**src/rtl/usr_piso_tx.sv**
```systemverilog
// -----------------------------------------------------------------------------
// usr_piso_tx
//   Parallel-in, serial-out transmitter. A WIDTH-bit word is accepted over a
//   valid/ready handshake and shifted out one bit per clock, LSB-first
//   (dir=0, drives the receiver's right-shift serial input) or MSB-first
//   (dir=1, drives the receiver's left-shift serial input). A one-cycle done
//   pulse follows the last bit, and hold freezes the word while it shifts.
//
// Ports
//   clk         rising-edge clock
//   rst         synchronous, active-high reset (priority over all inputs)
//   pin         parallel word, sampled only on the load handshake
//   load_valid  pin/dir are valid this cycle
//   load_ready  block can accept a word this cycle (IDLE and not in reset)
//   dir         0 = LSB first, 1 = MSB first; sampled only on handshake
//   hold        freezes shifting while high (honoured in SHIFT only)
//   sout        serial data bit
//   sout_valid  sout carries a valid bit this cycle
//   busy        a word is in flight (state != IDLE)
//   done        one-cycle pulse after the last bit
// -----------------------------------------------------------------------------
module usr_piso_tx #(
  parameter int WIDTH = 4
) (
  input  logic             clk,
  input  logic             rst,
  input  logic [WIDTH-1:0] pin,
  input  logic             load_valid,
  output logic             load_ready,
  input  logic             dir,
  input  logic             hold,
  output logic             sout,
  output logic             sout_valid,
  output logic             busy,
  output logic             done
);

  localparam int                CNT_W    = $clog2(WIDTH);
  localparam logic [CNT_W-1:0]  CNT_LAST = CNT_W'(WIDTH - 1);
  localparam logic [CNT_W-1:0]  CNT_ONE  = CNT_W'(1);

  typedef enum logic [1:0] {
    S_IDLE  = 2'd0,
    S_SHIFT = 2'd1,
    S_DONE  = 2'd2
  } state_t;

  state_t             r_state;
  logic [WIDTH-1:0]   r_shreg;
  logic [CNT_W-1:0]   r_cnt;
  logic               r_dir;
  logic               r_sout;
  logic               r_sout_valid;
  logic               r_done;

  logic               w_load_fire;
  logic               w_last_bit;

  // Bit presented on the wire: the end of the register facing the receiver.
  function automatic logic f_emit_bit(input logic [WIDTH-1:0] shreg,
                                      input logic             msb_first);
    return msb_first ? shreg[WIDTH-1] : shreg[0];
  endfunction

  // Move the register one place toward the emitted end, back-filling with 0.
  function automatic logic [WIDTH-1:0] f_shift(input logic [WIDTH-1:0] shreg,
                                               input logic             msb_first);
    return msb_first ? {shreg[WIDTH-2:0], 1'b0} : {1'b0, shreg[WIDTH-1:1]};
  endfunction

  // Ready is decoded from registered state only; rst masks it so that no
  // word can be accepted while reset is asserted.
  assign load_ready  = (r_state == S_IDLE) && !rst;
  assign busy        = (r_state != S_IDLE);
  assign w_load_fire = load_valid && load_ready;
  assign w_last_bit  = (r_cnt == CNT_LAST);

  assign sout       = r_sout;
  assign sout_valid = r_sout_valid;
  assign done       = r_done;

  always_ff @(posedge clk) begin
    if (rst) begin
      r_state      <= S_IDLE;
      r_shreg      <= '0;
      r_cnt        <= '0;
      r_dir        <= 1'b0;
      r_sout       <= 1'b0;
      r_sout_valid <= 1'b0;
      r_done       <= 1'b0;
    end else begin
      case (r_state)
        S_IDLE: begin
          r_sout       <= 1'b0;
          r_sout_valid <= 1'b0;
          r_done       <= 1'b0;
          if (w_load_fire) begin
            r_shreg <= pin;
            r_dir   <= dir;
            r_cnt   <= '0;
            r_state <= S_SHIFT;
          end
        end

        S_SHIFT: begin
          r_done <= 1'b0;
          // While held, every piece of state (including the bit on the wire)
          // keeps its value, so each hold cycle stretches the word by one.
          if (!hold) begin
            r_sout       <= f_emit_bit(r_shreg, r_dir);
            r_sout_valid <= 1'b1;
            r_shreg      <= f_shift(r_shreg, r_dir);
            r_cnt        <= r_cnt + CNT_ONE;
            if (w_last_bit) begin
              r_state <= S_DONE;
            end
          end
        end

        S_DONE: begin
          r_sout       <= 1'b0;
          r_sout_valid <= 1'b0;
          r_done       <= 1'b1;
          r_state      <= S_IDLE;
        end

        default: begin
          r_sout       <= 1'b0;
          r_sout_valid <= 1'b0;
          r_done       <= 1'b0;
          r_state      <= S_IDLE;
        end
      endcase
    end
  end

endmodule

```
**config.mk**
```make
export PLATFORM = sky130hd
export DESIGN_NAME = usr_piso_tx
export DESIGN_NICKNAME = d
export VERILOG_FILES = /design/src/rtl/usr_piso_tx.sv
export SDC_FILE = /design/constraint.sdc
export NUM_CORES = 1
export LEC_CHECK = 0
export BUFFER_PORTS_ARGS = -buffer_cell sky130_fd_sc_hd__buf_4
export CORE_AREA = 5 5 42 44
export CTS_CLUSTER_DIAMETER = 30
export DETAILED_ROUTE_END_ITERATION = 7
export DIE_AREA = 0 0 47 49
export PLACE_DENSITY = 0.67
export SYNTH_ARGS = -nofsm -noshare
export SYNTH_HDL_FRONTEND = slang
export SYNTH_SLANG_ARGS = --single-unit
```
**constraint.sdc**
```tcl
create_clock -name clk -period 1.7 [get_ports clk]
set_clock_uncertainty 0.1 [all_clocks]
set_input_delay 0.34 -clock clk [delete_from_list [all_inputs] [get_ports clk]]
set_output_delay 0.34 -clock clk [all_outputs]
set_load 0.01 [all_outputs]
```
==> flow_metrics.py <==
metrics = {
    "route": {
        "wire_per_inst_um": 14.5,
        "drt-initial-drc-count": 13,
        "wl_um": 1320,
        "viasPerCell": 5.70,
        "wl_met3_um": 70,
        "top_layer": "met4",
        "route.vias.total": 519,
        "routed-wl-met2_um": 661,
        "post-route-drc-count": 0,
        "drtAntennaViolNets": 0,
        "first_pass_iters": 4,
        "met1Wirelength_um": 567,
    },
    "power": {
        "p_per_area_nw_per_um2": 833,
        "ir_drop_uv": 455,
        "swShare": 0.245,
        "power_frac_seq": 0.490,
        "power_frac_clock": 0.363,
        "p_sw_uw": 155,
        "p_leak_uw": 0.000310,
        "combPwrFrac": 0.147,
        "p_int_uw": 476,
    },
    "setup_path": {
        "critical_path_class": "register to output port",
        "worst_ep_required_time_ps": 1260,
        "arrival_ps": 1190,
        "cp_max_fo": 11,
        "cp-end-kind": "output port",
        "start_kind": "register",
    },
    "die": {
        "coreArea_um2": 1400,
        "die_x_um": 47,
        "fp.dieArea_um2": 2300,
        "rows": 14,
        "die_height_um": 49,
        "start_util": 0.432,
        "ios": 14,
    },
    "logic_synthesis": {
        "synth_area_um2": 606,
        "yosys_warnings": 0,
        "yosysTopAreaCell": "dfxtp_1",
        "synthFlopType": "dfxtp_1",
        "synth_nets": 72,
        "ys_types": 28,
        "synth_top_area_frac": 0.397,
        "seq_area_frac_synth": 0.397,
        "syn_area_per_cell_um2": 9.77,
        "async_flop_share": 0,
        "synth_top_cells_by_count": "12 x dfxtp_1, 7 x nor3_1, 4 x mux2i_1",
        "ys_ff_latch": 12,
        "yosysMostFrequentCell": "dfxtp_1",
        "synth.area.top_cells": "dfxtp_1 40%, mux2i_1 6.6%, nor3_1 5.8%, a221oi_2 5.0%, mux2_2 3.7%",
        "synth-edff-count": 0,
        "postSynthCellCount": 62,
    },
    "outcome": {
        "status": "finished clean",
    },
    "sta": {
        "worst_pin_slew_ps": 383,
        "maxSlewViolCount": 0,
        "worst_slack_ps": 66.2,
        "finalSetupViolCount": 0,
        "clock.fmax_mhz": 612,
        "rsz0062_at_grt": "no",
        "slew_headroom": 0.741,
        "final_min_period_over_clock_period": 0.961,
        "hold_violations": 0,
        "layout_min_cycle_time_ps": 1630,
        "whs_ps": 181,
        "finalSetupTns_ps": 0,
    },
    "final_layout": {
        "stdcell_count": 91,
        "regArea_um2": 245,
        "layout-area-overhead-vs-synth_pct": 25.2,
        "final.fill_count": 136,
        "drive_gt1_frac": 0.333,
        "multi_input_area_um2": 340,
        "diodes": 0,
        "fin_nets": 86,
    },
    "clocking": {
        "clock_latency_ps": 280,
        "cts_tree": "built",
        "cts_sinks": 12,
        "cts.clk_slew.worst_paths_ps": 70,
        "clock_path_buffers": 2,
        "htreeDepth": 1,
        "cts-root-buf": "clkbuf_4",
        "cts_made_buffers": 3,
    },
    "placed_design": {
        "dp.final_hpwl_um": 967,
        "dpl.cell_count": 88,
        "io_buffers": 13,
        "gp_congestion": 0.768,
        "place_ws_ps": 29.3,
    },
    "global_routing": {
        "overflow": 0,
        "grt_max_degree": 16,
        "antenna_found_initial": 0,
        "gr-usage-all-layers": 0.130,
        "grt_pass1_wl_um": 2160,
        "grt_pass1_vias": 499,
    },
    "hold_path": {
        "min_path_type": "input port to register",
    },
    "flow_run": {
        "cap_violations": 0,
    },
}
power groups by stage:
stage	clock [uW]	sequential, uW	combinational [uW]
finish	229	309	92.9
global route	254	312	101
CTS	241	307	98.2
detailed placement	0	313	98.1
global placement	0	313	96.8
floorplan	0	309	63.2
kinds of logic (layout without fill, tap and decap cells):
kind of cell	count (synthesis)	count (layout)	share of synthesized area
AO/OA/AOI/OAI	8	8	0.105
multiplexers	7	7	0.122
buffers and inverters	6	19	0.0413
AND/OR/NAND/NOR	28	28	0.314
adder cells (fa/ha/maj)	1	1	0.0207
flip-flops	12	12	0.397
stage by stage:
stage                     instance area [um2]  total power (uW)  utilization
after floorplan                           606               373            -
after global placement                    721               410        0.514
after detailed placement                  721               411        0.514
after CTS                                 757               646        0.540
after global routing                      758               667        0.541
final                                     758               631        0.541
worst max-delay path: stages, from the launching register on:
cell and delay (ps):
dfxtp_2 330, buf_6 130, or2_1 220, nor2_1 100
buf_4 120
layout make-up:
type	instances	share of cell area
Tap cell	16	0.0264
Timing Repair Buffer	15	0.153
Multi-Input combinational cell	44	0.449
Clock buffer	4	0.0479
Sequential cell	12	0.323
per-layer routing:
layer	track usage	vias up
met4	0.0599	0
met3	0.0701	4
met5	0	-
met1	0.157	239
met2	0.183	16
li1	-	260
state kept, by name, summed over array words and instances, names as in the netlist:
register	cells
r_shreg	4
r_state	2
r_cnt	2
sout_valid	1
done	1
sout	1
r_dir	1
worst paths after layout:
| path | from | to | depth (start not counted) | slack (ps) |
|---|---|---|---|---|
| hold reg to reg | r_cnt[0] | r_cnt[0] | 2 | 400 |
| hold / removal | hold | r_state[1] | 2 | 180 |
| setup / recovery | r_state[1] | load_ready | 4 | 70 |
| setup reg to reg | r_state[0] | r_shreg[3] | 3 | 70 |
repair_timing:
action                     in CTS  in global routing
hold buffers                    0                  0
gates resized for setup         0                  4
setup buffers                   0                  0
setup endpoints to repair       0                  1
layout by cell type (no fill, tap or decap), drive strengths merged, types with 3 or more instances in the layout:
cell	synthesis	layout
mux2	3	3
o21ai	3	3
nor3b	3	3
mux2i	4	4
dfxtp	12	12
nor3	7	7
clkbuf	3	4
nor2	3	3
buf	3	15
No activity file was read; power rests on OpenSTA's default activity.
